**config.mk**
```make
export PLATFORM = sky130hd
export DESIGN_NAME = match_controller
export DESIGN_NICKNAME = d
export VERILOG_FILES = /design/src/rtl/match_controller.sv
export SDC_FILE = /design/constraint.sdc
export NUM_CORES = 1
export LEC_CHECK = 0
export ABC_AREA = 1
export CAP_MARGIN = 20
export CELL_PAD_IN_SITES_DETAIL_PLACEMENT = 1
export CELL_PAD_IN_SITES_GLOBAL_PLACEMENT = 2
export CORE_MARGIN = 4
export CORE_UTILIZATION = 37
export CTS_CLUSTER_SIZE = 40
export DETAILED_ROUTE_END_ITERATION = 10
export GPL_ROUTABILITY_DRIVEN = 0
export HOLD_SLACK_MARGIN = 0.15
export MAX_ROUTING_LAYER = met4
export PLACE_DENSITY_LB_ADDON = 0.1
export SYNTH_ARGS = -nofsm -noshare
export SYNTH_HDL_FRONTEND = slang
export SYNTH_SLANG_ARGS = --single-unit
export TNS_END_PERCENT = 5
```
**constraint.sdc**
```tcl
create_clock -name clk2 -period 3.2 [get_ports clk2]
set_input_delay 0.32 -clock clk2 [delete_from_list [all_inputs] [get_ports clk2]]
set_output_delay 0.32 -clock clk2 [all_outputs]
set_load 0.005 [all_outputs]
```
**src/rtl/match_controller.sv**
```systemverilog
// match_controller: sequences a two-player match around the BCD point
// accumulator. Converts goal levels into single-cycle count pulses, runs the
// serve / play / score-hold sequence, detects the win condition and drives the
// ball enable, serve direction and winner indication.

module match_controller #(
   parameter int WIN_SCORE    = 10,
   parameter int SERVE_CYCLES = 50000000,
   parameter int HOLD_CYCLES  = 25000000
) (
   input  logic       clk2,
   input  logic       rst_n,
   input  logic       start,
   input  logic       pause,
   input  logic       goal1,
   input  logic       goal2,
   output logic       count1,
   output logic       count2,
   output logic       clear_scores,
   output logic       ball_run,
   output logic       serve_dir,
   output logic [1:0] winner,
   output logic [2:0] state
);

   // One timer serves both the serve delay and the score hold, so it is sized
   // for the longer of the two reload values.
   localparam int MAX_CYCLES = (SERVE_CYCLES > HOLD_CYCLES) ? SERVE_CYCLES : HOLD_CYCLES;
   localparam int TW         = (MAX_CYCLES > 1) ? $clog2(MAX_CYCLES) : 1;

   localparam logic [TW-1:0] SERVE_LOAD = TW'(SERVE_CYCLES - 1);
   localparam logic [TW-1:0] HOLD_LOAD  = TW'(HOLD_CYCLES - 1);
   localparam logic [6:0]    WIN_VAL    = 7'(WIN_SCORE);

   typedef enum logic [2:0] {
      IDLE      = 3'd0,
      SERVE     = 3'd1,
      PLAY      = 3'd2,
      SCORED    = 3'd3,
      GAME_OVER = 3'd4
   } state_t;

   state_t        state_r;
   logic [TW-1:0] timer;
   logic [6:0]    s1;
   logic [6:0]    s2;

   logic start_q;
   logic goal1_q;
   logic goal2_q;
   logic start_rise;
   logic goal1_rise;
   logic goal2_rise;

   // Input history is captured every cycle regardless of state, so a level
   // that was already high when a state is entered never looks like a new edge.
   always_ff @(posedge clk2 or negedge rst_n) begin
      if (!rst_n) begin
         start_q <= 1'b0;
         goal1_q <= 1'b0;
         goal2_q <= 1'b0;
      end else begin
         start_q <= start;
         goal1_q <= goal1;
         goal2_q <= goal2;
      end
   end

   assign start_rise = start & ~start_q;
   assign goal1_rise = goal1 & ~goal1_q;
   assign goal2_rise = goal2 & ~goal2_q;

   // Match sequencer: state, timer, internal scores and all registered pulses
   // and indications live here; pulses default low so each lasts one cycle.
   always_ff @(posedge clk2 or negedge rst_n) begin
      if (!rst_n) begin
         state_r      <= IDLE;
         timer        <= '0;
         s1           <= '0;
         s2           <= '0;
         count1       <= 1'b0;
         count2       <= 1'b0;
         clear_scores <= 1'b0;
         serve_dir    <= 1'b0;
         winner       <= 2'b00;
      end else begin
         count1       <= 1'b0;
         count2       <= 1'b0;
         clear_scores <= 1'b0;

         case (state_r)
            IDLE, GAME_OVER: begin
               if (start_rise) begin
                  state_r      <= SERVE;
                  clear_scores <= 1'b1;
                  s1           <= '0;
                  s2           <= '0;
                  winner       <= 2'b00;
                  timer        <= SERVE_LOAD;
               end
            end

            SERVE: begin
               if (!pause) begin
                  if (timer == '0) begin
                     state_r <= PLAY;
                  end else begin
                     timer <= timer - 1'b1;
                  end
               end
            end

            PLAY: begin
               if (!pause) begin
                  if (goal1_rise && goal2_rise) begin
                     state_r <= SERVE;
                     timer   <= SERVE_LOAD;
                  end else if (goal1_rise) begin
                     state_r   <= SCORED;
                     count1    <= 1'b1;
                     s1        <= (s1 < WIN_VAL) ? s1 + 7'd1 : s1;
                     serve_dir <= 1'b1;
                     timer     <= HOLD_LOAD;
                  end else if (goal2_rise) begin
                     state_r   <= SCORED;
                     count2    <= 1'b1;
                     s2        <= (s2 < WIN_VAL) ? s2 + 7'd1 : s2;
                     serve_dir <= 1'b0;
                     timer     <= HOLD_LOAD;
                  end
               end
            end

            SCORED: begin
               if (timer == '0) begin
                  if (s1 == WIN_VAL) begin
                     state_r <= GAME_OVER;
                     winner  <= 2'b01;
                  end else if (s2 == WIN_VAL) begin
                     state_r <= GAME_OVER;
                     winner  <= 2'b10;
                  end else begin
                     state_r <= SERVE;
                     timer   <= SERVE_LOAD;
                  end
               end else begin
                  timer <= timer - 1'b1;
               end
            end

            default: begin
               state_r <= IDLE;
            end
         endcase
      end
   end

   assign ball_run = (state_r == PLAY) & ~pause;
   assign state    = state_r;

endmodule

```
==> flow_metrics.tcl, run 1 <==
set metrics [dict create \
    first_pass_iters 4 \
    cts.htree.levels 2 \
    peakVddDrop_v 0.0004255 \
    hpwl_mm 7.834 \
    synthArstFlopShare 1.000 \
    clk_pin_slew_worst_paths_ns 0.11 \
    maxSlewViolCount 0 \
    die_h_um 105.5 \
    power.density_nw_per_um2 883.0 \
    hp-class "in2reg" \
    synth_cell_types 29 \
    clk_latency_ns 0.32 \
    post-synth-top-area-cell "dfrtp_1" \
    antennaDiodeCount 0 \
    yosysMostFrequentCell "nand2_1" \
    synthesis.nets 535 \
    p_leak_nw 1.952 \
    critical_path_class "reg2out" \
    start_kind "flop" \
    slowest_stage "clkdlybuf4s50_1" \
    hold_viol 0 \
    max-cap-violations 0 \
    fin_crit_ns 2.462 \
    cts_tree "yes" \
    netlist_instances 519 \
    ff_latch_area_um2 1301 \
    post-route-drc-count 0 \
    ys_ff_latch 52 \
    fin_nets 557 \
    synth_top_area_frac 0.3697 \
    via_per_inst 4.911 \
    grtUsageTotal 0.2000 \
    clock-sinks 52 \
    grt_pass1_vias 3352 \
    rsz0062_at_grt "no" \
    area_growth_pct 11.45 \
    antenna_left 0 \
    vias 3295 \
    multi_input_area_um2 1914 \
    wire_per_inst_um 15.26 \
    cpMostUsedCell "inv_2" \
    ys_seq_area_frac 0.3697 \
    timing.critical_path.to_type "output pin" \
    drive_above_1_share 0.09225 \
    post-route-period-util 0.7694 \
    synth_commonest_cells "172 x nand2_1, 83 x nor2_1, 57 x inv_1" \
    drt-total-wl_mm 10.24 \
    cp_num_buf_inv 3 \
    initial_core_util 0.3809 \
    cp.required_ns 2.88 \
    dp_cells 662 \
    cts_resized 0 \
    synth_area_um2 3520 \
    postCtsSetupRepairBufs 0 \
    setup_tns_ns 0 \
    numCtsBuffers 5 \
    finalSetupViolCount 0 \
    avgSynthCellArea_um2 6.782 \
    synth_ff_type "dfrtp_1" \
    fill_cells 1238 \
    path_cells "inv_2, nand2_4, nor2_4, inv_2, nor2_1, clkdlybuf4s50_1" \
    io_pins 16 \
    finalNonFillerCells 671 \
    rows 35 \
    grt_max_degree 31 \
    slowest_delay_ns 0.52 \
    antenna_found_initial 0 \
    worstMarginPinSlew_ns 0.5466 \
    fmax_ghz 0.4062 \
    fin_ws_ns 0.7379 \
    drt_iter0_drc 132 \
    cp_top_family "buffers and inverters" \
    worstPathArrival_ns 2.14 \
    slew_headroom 0.6356 \
    synth_warnings 0 \
    gr-total-overflow 0 \
    synthTopCellsByArea "dfrtp_1 37%, nand2_1 18%, nor2_1 8.9%" \
    ctsHoldBuffers 1 \
    grt_pass1_wl_mm 17.35 \
    fp.dieArea_um2 11140 \
    core_area_um2 9240 \
    portBuffers 15 \
    synth-edff-count 0 \
    status "completed" \
    worstPathMaxFanout 8 \
    root_buffer "clkbuf_8" \
    fin_skew_ns 0.009772 \
    die_x_um 105.5 \
    clock_path_buffers 2 \
    detailedPlace.worstSlack_ns 0.6612 \
]
## per-layer routing
| metal | track usage | wire (um) |
|---|---|---|
| met1 | 0.2884 | 5309 |
| met3 | 0.02633 | 256 |
| met2 | 0.3015 | 4567 |
| met4 | 0.04440 | 108 |
| met5 | - | 0 |
## final cells by class
cell class              instances  area share
clock buffers                   5     0.01754
clock inverters                 3    0.006380
inverters                      67     0.06603
multi-input cells             394      0.4880
flip-flops and latches         52      0.3317
well taps                     129     0.04115
repair buffers                 21     0.04912
## report_power, final
group          switching, mW  total (mW)  internal (mW)  leakage (nW)
Sequential             0.244        1.09          0.850         0.654
Combinational           1.34        1.96          0.615          1.25
Clock                  0.253       0.413          0.160        0.0452
Total                   1.84        3.46           1.63          1.95
## worst paths after layout
path	startpoint	endpoint	slack (ns)	depth (start not counted)
setup / recovery	state[2]	ball_run	0.74	6
hold / removal	goal1	goal1_q	0.46	1
setup reg to reg	state[0]	timer[25]	1.09	8
hold reg to reg	s1[6]	s1[6]	0.50	2
max in group asynchronous	rst_n	timer[9]	1.86	3
min in group asynchronous	rst_n	s1[5]	0.50	2
## flip-flops by register name, indices dropped and copies added, names as in the netlist, 2 cells and up
name,cells
s1,7
s2,7
state,3
timer,26
winner,2
## logic make-up (layout without fill, tap and decap cells)
| group | count (synthesis) | in the layout | synth area share |
|---|---|---|---|
| AND/OR/NAND/NOR | 333 | 333 | 0.4166 |
| buffers and inverters | 73 | 96 | 0.08638 |
| flip-flops | 52 | 52 | 0.3697 |
| AO/OA/AOI/OAI | 39 | 39 | 0.06186 |
| XOR/XNOR | 12 | 12 | 0.02986 |
| adder cells (fa/ha/maj) | 10 | 10 | 0.03555 |
## per-stage QoR
step / hold WS (ns) / total power, mW / area [um2] / util
6_report: 0.4595 / 3.464 / 3923 / 0.4245
5_1_grt: 0.4473 / 3.840 / 3923 / 0.4245
3_5_place_dp: 0.3358 / 3.081 / 3819 / 0.4133
2_1_floorplan: 0.02441 / 2.498 / 3520 / -
4_1_cts: 0.4547 / 3.513 / 3923 / 0.4245
3_3_place_gp: 0.3250 / 3.015 / 3819 / 0.4133
## cells in the final DEF, fill, tap and decap left out, drive strengths merged
cell,instances
dlygate4sd3,1
xor2,11
nand2,178
nand3,41
ha,10
inv,69
buf,6
a21oi,8
dfrtp,52
clkinvlp,1
o21ai,28
nand4,15
nor3,2
xnor2,1
o31ai,3
clkdlybuf4s50,14
nor2,97
clkbuf,5
(Power assumes the default switching activity.)
==> run 2: changes to the inputs <==
- CORE_UTILIZATION: 37 -> 31
- clock period: 3.2 -> 2 ns (I/O delays scaled with it)
==> run 2 against run 1 <==
  * Sequential power up 58%
  * Worst hold slack worse by 0.085 ns
  * Flip-flop and latch count unchanged
  * Worst setup slack worse by 0.55 ns
  * Clock skew down 0.0023 ns
  * Combinational power is 80% higher
  * Final cell count is 5.5% higher
  * Highest routed layer unchanged
==> flow_metrics.tcl, run 2 (same netlist as run 1, synthesis figures left out) <==
set metrics [dict create \
    status "completed" \
    area_growth_pct 20.73 \
    timing.critical_path.to_type "flop" \
    drt-total-wl_mm 11.10 \
    mostFrequentLayoutCell "nand2_1" \
    worstMarginPinSlew_ns 0.4732 \
    path_depth 8 \
    reg.largest.list "timer: 26 flops, s1: 7 flops, s2: 7 flops" \
    critical_path_class "reg2reg" \
    fin_crit_ns 1.810 \
    peakVddDrop_v 0.0005421 \
    grt_pass1_wl_mm 19.10 \
    max-cap-violations 0 \
    largest_register_ffs 26 \
    power.density_nw_per_um2 1473 \
    drive_above_1_share 0.1532 \
    detailedPlace.worstSlack_ns -0.1983 \
    fin_ws_ns 0.1896 \
    wire_per_inst_um 15.68 \
    finalSetupViolCount 0 \
    dp_cells 699 \
    setup_tns_ns 0 \
    worstPathArrival_ns 2.00 \
    path_cells "nor2_1, nand2_2, nor2_2, nand2_1, o21ai_0, a21oi_1, nor2_1, nor2_1" \
    io_pins 16 \
    grt_pass1_vias 3672 \
    start_kind "flop" \
    initial_core_util 0.3205 \
    cp_top_family "simple AND/OR/NAND/NOR gates" \
    root_buffer "clkbuf_16" \
    rrSetupSlack_ns 0.19 \
    slowest_stage "dfrtp_1" \
    antennaDiodeCount 0 \
    portBuffers 15 \
    clock-sinks 52 \
    post-route-drc-count 0 \
    via_per_inst 4.864 \
    core_area_um2 10980 \
    clk_latency_ns 0.29 \
    drt_iter0_drc 172 \
    die_h_um 114.6 \
    p_leak_nw 2.133 \
    rows 38 \
    r2r_cells 8 \
    hpwl_mm 8.625 \
    r2r-start "timer[4]" \
    clock_path_buffers 2 \
    holdPathStages 1 \
    r2r_end "timer[23]" \
    postCtsSetupRepairBufs 0 \
    antenna_found_initial 0 \
    numCtsBuffers 5 \
    fin_nets 583 \
    top_register "timer" \
    hold_end "goal1_q" \
    cts_tree "yes" \
    worstPathMaxFanout 7 \
    post-route-period-util 0.9052 \
    cpMostUsedCell "nor2_1" \
    vias 3444 \
    fin_skew_ns 0.007504 \
    gr-total-overflow 0 \
    min_from "goal1" \
    slowest_delay_ns 0.45 \
    grt_max_degree 37 \
    antenna_left 0 \
    first_pass_iters 4 \
    clk_pin_slew_worst_paths_ns 0.08 \
    grtUsageTotal 0.1899 \
    maxSlewViolCount 0 \
    finalNonFillerCells 708 \
    fmax_ghz 0.5524 \
    die_x_um 114.6 \
    most-common-layout-cells "168 x nand2_1, 81 x nor2_1, 55 x inv_1, 50 x dfrtp_1, 40 x nand3_1" \
    hp-class "in2reg" \
    slew_headroom 0.6846 \
    hold_viol 0 \
    rsz0062_at_grt "yes" \
    cp_num_buf_inv 0 \
    fp.dieArea_um2 13120 \
    cp.required_ns 2.19 \
    cts.htree.levels 2 \
]
## run 2: changes by cell type in the layout (fill, tap and decap cells not counted), sizes merged
| cell | before | now |
|---|---|---|
| dlymetal6s2s | 0 | 1 |
| clkinvlp | 1 | 0 |
| clkdlybuf4s50 | 14 | 13 |
| clkbuf | 5 | 6 |
| bufinv | 0 | 1 |
| clkinv | 0 | 1 |
| inv | 69 | 67 |
| buf | 6 | 32 |
## run 2: worst max-delay path by stage
stage | start | end | slack [ns]
after floorplan | goal1_q | timer[13] | 0.32
after global placement | goal2 | timer[19] | -0.11
after detailed placement | goal2 | timer[21] | -0.20
after CTS | state[2] | ball_run | 0.0006
after global routing | goal1 | timer[20] | -0.03
final | timer[4] | timer[23] | 0.19
## run 2: through the flow
step | cell area, um2 | hold slack, ns | power (mW) | utilization
finish | 4249 | 0.3742 | 6.258 | 0.3869
global route | 4249 | 0.3697 | 6.905 | 0.3869
CTS | 4215 | 0.3674 | 6.292 | 0.3838
detailed placement | 4040 | 0.1827 | 5.228 | 0.3679
global placement | 4040 | 0.1811 | 5.169 | 0.3679
floorplan | 3520 | -0.09559 | 3.997 | -
## run 2: what timing repair did
item	CTS	global route
hold buffers	1	0
endpoints found under the hold margin	16	0
setup endpoints to repair	1	30
pin swaps	0	1
gates resized for setup	1	14
## run 2: layout make-up
type,instances,area [um2]
fillers,1422,6734
inverters,67,259.0
well taps,140,175.2
flip-flops and latches,52,1304
clock buffers,6,128.9
repair buffers,47,406.6
clock inverters,2,35.03
multi-input cells,394,1941
## run 2: routing by layer
layer | vias up | wire length (um) | GRT usage
met5 | - | 0 | -
met4 | 0 | 101 | 0.03642
met3 | 7 | 202 | 0.02061
met2 | 33 | 5125 | 0.3050
met1 | 1687 | 5670 | 0.2608
li1 | 1717 | - | -
## run 2: report_power, final
group / internal (mW) / switching (mW) / total [mW] / leakage [nW]
combinational: 1.23 / 2.30 / 3.53 / 1.40
clock: 0.591 / 0.415 / 1.01 / 0.0808
sequential: 1.36 / 0.357 / 1.72 / 0.651
==> edit 1 (settings of run 2) <==
Set the parameter `SERVE_CYCLES` to 12500000 (it was 50000000).
--- a/src/rtl/match_controller.sv
+++ b/src/rtl/match_controller.sv
@@ -5,7 +5,7 @@
 
 module match_controller #(
    parameter int WIN_SCORE    = 10,
-   parameter int SERVE_CYCLES = 50000000,
+   parameter int SERVE_CYCLES = 12500000,
    parameter int HOLD_CYCLES  = 25000000
 ) (
    input  logic       clk2,
Behaviour: no difference found for any inputs over 10 cycles, from zero or initial values and one cycle with rst_n low; that may be too few to reach the edited logic, so the function may still have changed.
==> edit 1 against run 2 <==
  * Sequential cell count fell by 1
  * Maximum frequency shrank 5.0%
  * Area after synthesis fell by 7.4%
  * Sequential share of layout area grew 0.66 points
  * Largest power group unchanged
  * Core utilization is 1.0 points higher
  * Routed wire length decreased by 7.6%
  * Critical path depth fell by 4
  * Die area shrank 6.9%
  * Register-to-register slack got worse by 30 ps
  * Setup slack worse by 95 ps
  * Design area decreased by 4.0%
  * First-iteration DRC count decreased by 48%
  * Total power down 12%
==> edit 1: results (changes against run 2) <==
[run_status]
outcome=completed

[critical_path]
cp-endpoint=ball_run
crit_path_start=state[0]$_DFFE_PN0P_
slowest_stage=clkdlybuf4s50_1
reg2reg_depth=12  ; +4
r2r-end=state[0]$_DFFE_PN0P_
crit_path_max_fanout=9  ; +2
max_stage_delay_ps=520  ; +70 ps
critPathArrivalTime_ps=1710  ; -290 ps
worst_path_dominant_cell_family=buffers and inverters
r2r_slack_ps=160  ; -30 ps

[grt]
grt_max_degree=19  ; -49%
grt_pass1_wl_mm=17.1  ; -10%
grt_use_met3_pct=2.14  ; +0.076 points
grt_usage_pct=17.9  ; -1.1 points
grt_pass1_vias=3270  ; -11%
grt_util_met2_pct=31.0  ; +0.53 points
use_met1_pct=22.7  ; -3.4 points

[placed_design]
pre_cts_ws_ps=-245  ; -46.3 ps
dp.cells=656  ; -6.2%
place_area_um2=3860  ; -4.5%
dpl.hpwl_mm=8.15  ; -5.5%

[synth]
ys_seq_area_share_pct=39.2  ; +2.2 points
synth_area_leaders=dfrtp_1 39%, nand2_1 16%, nor2_1 11%
synth_common_cells=138 x nand2_1, 98 x nor2_1, 51 x dfrtp_1, 51 x inv_1, 27 x nand3_1
synthXorXnorAreaFrac_pct=2.42  ; -0.57 points
synthAdderAreaFrac_pct=3.84  ; +0.28 points
async_reset_ff_share_pct=100  ; unchanged
postSynthAreaPerCell_um2=6.92  ; +2.0%
synth_compound_gate_area_share_pct=6.10  ; -0.082 points
synthesis.nets=487  ; -9.0%
ys_types=33  ; +14%

[pwr]
seqPwrFrac_pct=28.5  ; +1.0 points
p_sw_mw=2.61  ; -15%
vdd_drop_max_uv=444  ; -18%
clock_power_mw=0.676  ; -33%
cellLeakagePower_nw=1.97  ; -7.9%
finalPower_mw=5.51  ; -12%

[clocking]
cts_buffers=5  ; unchanged
cts_max_level=2  ; unchanged
clockRootBuffer=clkbuf_8
cts.clk_slew.worst_paths_ps=110  ; +30 ps
clock_latency_ps=320  ; +30 ps
cts_buffer_depth=2  ; unchanged

[sta]
fin_hold_ws_ps=333  ; -41.4 ps
max_freq_mhz=525  ; -5.0%
maxSlewHeadroom_pct=72.0  ; +3.5 points
fin_skew_ps=10.0  ; +2.54 ps

[detailed_routing]
vias=3135  ; -9.0%
routed_wl_mm=10.3  ; -7.6%
m1WireLength_mm=4.82  ; -15%
drt_iter0_drc=90  ; -48%
vias_per_cell=4.69  ; -3.7%
wl_met3_um=122  ; -40%

[finish]
fin_nets=548  ; -6.0%
multi_input_comb_area_um2=1800  ; -7.4%
drive_above_1_share_pct=19.7  ; +4.4 points
top_regs=timer (25), s1 (7), s2 (7)
n_fill_cell=1328  ; -6.6%

[hold_path]
hold_path_class=input pin to async pin

==> edit 1: changes by cell type after synthesis, moves of 4 or more <==
cell / run 2 / this run
a21oi_1: 7 / 13
inv_1: 57 / 51
inv_2: 9 / 3
nand2_1: 172 / 138
nand3_1: 40 / 27
nand4_1: 15 / 9
nor2_1: 83 / 98
o21ai_1: 7 / 3
xor2_1: 11 / 6
==> edit 1: timing repair <==
| action | CTS | global route |
|---|---|---|
| pin swaps | 0 | 3 |
| hold endpoints to repair | 16 | 0 |
| endpoints found under the setup margin | 1 | 32 |
| buffers inserted | 0 | 4 |
| resized for setup | 1 | 29 |
| hold buffers | 1 | 0 |
==> edit 1: area by class of cell <==
type / instances / share of cell area [%]
timing repair buffer: 59 / 12.7
sequential: 51 / 31.3
multi-input combinational: 358 / 44.0
inverter: 57 / 5.37
clock inverter: 2 / 0.337
clock buffer: 6 / 2.02
tap: 136 / 4.17
==> edit 2 (settings of run 2) <==
Made on the original files. Add an input register stage for `start`, `pause`, `goal1` and `goal2`, with the module's reset; this delays them by one clock.
--- a/src/rtl/match_controller.sv
+++ b/src/rtl/match_controller.sv
@@ -40,6 +40,25 @@
       GAME_OVER = 3'd4
    } state_t;
 
+   logic start_r;
+   logic pause_q;
+   logic goal1_r;
+   logic goal2_r;
+
+   always_ff @(posedge clk2 or negedge rst_n) begin
+      if (!rst_n) begin
+         start_r <= '0;
+         pause_q <= '0;
+         goal1_r <= '0;
+         goal2_r <= '0;
+      end else begin
+         start_r <= start;
+         pause_q <= pause;
+         goal1_r <= goal1;
+         goal2_r <= goal2;
+      end
+   end
+
    state_t        state_r;
    logic [TW-1:0] timer;
    logic [6:0]    s1;
@@ -60,15 +79,15 @@
          goal1_q <= 1'b0;
          goal2_q <= 1'b0;
       end else begin
-         start_q <= start;
-         goal1_q <= goal1;
-         goal2_q <= goal2;
+         start_q <= start_r;
+         goal1_q <= goal1_r;
+         goal2_q <= goal2_r;
       end
    end
 
-   assign start_rise = start & ~start_q;
-   assign goal1_rise = goal1 & ~goal1_q;
-   assign goal2_rise = goal2 & ~goal2_q;
+   assign start_rise = start_r & ~start_q;
+   assign goal1_rise = goal1_r & ~goal1_q;
+   assign goal2_rise = goal2_r & ~goal2_q;
 
    // Match sequencer: state, timer, internal scores and all registered pulses
    // and indications live here; pulses default low so each lasts one cycle.
@@ -101,7 +120,7 @@
             end
 
             SERVE: begin
-               if (!pause) begin
+               if (!pause_q) begin
                   if (timer == '0) begin
                      state_r <= PLAY;
                   end else begin
@@ -111,7 +130,7 @@
             end
 
             PLAY: begin
-               if (!pause) begin
+               if (!pause_q) begin
                   if (goal1_rise && goal2_rise) begin
                      state_r <= SERVE;
                      timer   <= SERVE_LOAD;
@@ -155,7 +174,7 @@
       end
    end
 
-   assign ball_run = (state_r == PLAY) & ~pause;
+   assign ball_run = (state_r == PLAY) & ~pause_q;
    assign state    = state_r;
 
 endmodule
Behaviour: not the same (a bounded check fails within 4 cycles, from zero or initial values and one cycle with rst_n low).
==> edit 2 against run 2 <==
  * Area after synthesis fell by 1.5%
  * Critical path depth rose by 3
  * Sequential share of layout area rose by 2.3 points
  * Hold slack got worse by 86 ps
  * Design area rose by 0.18%
  * Combinational power fell by 5.7%
  * Non-clock buffer count rose by 12
  * Total power fell by 8.0%
  * Global-route usage fell by 0.49 points
  * Sequential cell count rose by 4
  * Setup slack got worse by 68 ps
  * Routed wire length fell by 2.8%
  * Largest power group unchanged
==> edit 2: results (changes against run 2) <==
[run_status]
outcome=completed

[grt]
grt_use_met3_pct=3.45  ; +1.4 points
grt_pass1_vias=3620  ; -1.4%
grt_util_met2_pct=32.1  ; +1.6 points
grt_usage_pct=18.5  ; -0.49 points
grt_max_degree=57  ; +54%

[detailed_routing]
routed_wl_mm=10.8  ; -2.8%
wl_met3_um=193  ; -4.5%
wl_met2_mm=5.43  ; +5.9%

[placed_design]
dpl.hpwl_mm=8.43  ; -2.3%
dp.cells=688  ; -1.6%
pre_cts_ws_ps=36.2  ; +235 ps

[synth]
ys_seq_area_share_pct=40.4  ; +3.5 points
synthesis.nets=515  ; -3.7%
postSynthAreaPerCell_um2=6.95  ; +2.4%

[hold_path]
min_from=start

[pwr]
vdd_drop_max_uv=516  ; -4.8%
cellLeakagePower_nw=2.16  ; +1.3%

[clocking]
cts_setup_buffers=1  ; +1
clock_latency_ps=340  ; +50 ps
clockRootBuffer=clkbuf_8
cts.clk_slew.worst_paths_ps=110  ; +30 ps

[critical_path]
reg2reg_depth=11  ; +3
critPathArrivalTime_ps=2150  ; +150 ps
crit_path_max_fanout=6  ; -1

[finish]
n_fill_cell=1379  ; -3.0%
drive_above_1_share_pct=15.7  ; +0.43 points

==> edit 2: cell count changes in the layout (fill, tap and decap cells not counted), moves of 7 or more <==
cell / change
o21ai_1: -7
nor2_1: -14
buf_4: +11
o21ai_0: +12
nand2_1: -7
a21oi_1: +9
==> edit 2: layout make-up <==
cell class	instances	area [um2]	share of cell area, %
well taps	140	175	4.12
inverters	61	229	5.38
repair buffers	59	518	12.2
clock inverters	3	22.5	0.529
flip-flops and latches	56	1410	33.0
clock buffers	5	68.8	1.62
multi-input cells	375	1840	43.2
==> edit 2: logic make-up after synthesis <==
logic type	synth area share [%]
and+or+nand+nor	37.1
buffers and inverters	7.91
AOI/OAI and AO/OA	7.40
xor gates and xnor gates	3.54
DFF	40.4
adders and majority gates	3.61
==> edit 2: where the power goes <==
group / internal [mW] / total (mW) / leakage [nW] / switching (mW)
clock network: 0.253 / 0.686 / 0.0485 / 0.434
logic: 1.29 / 3.33 / 1.41 / 2.04
registers: 1.44 / 1.74 / 0.702 / 0.303
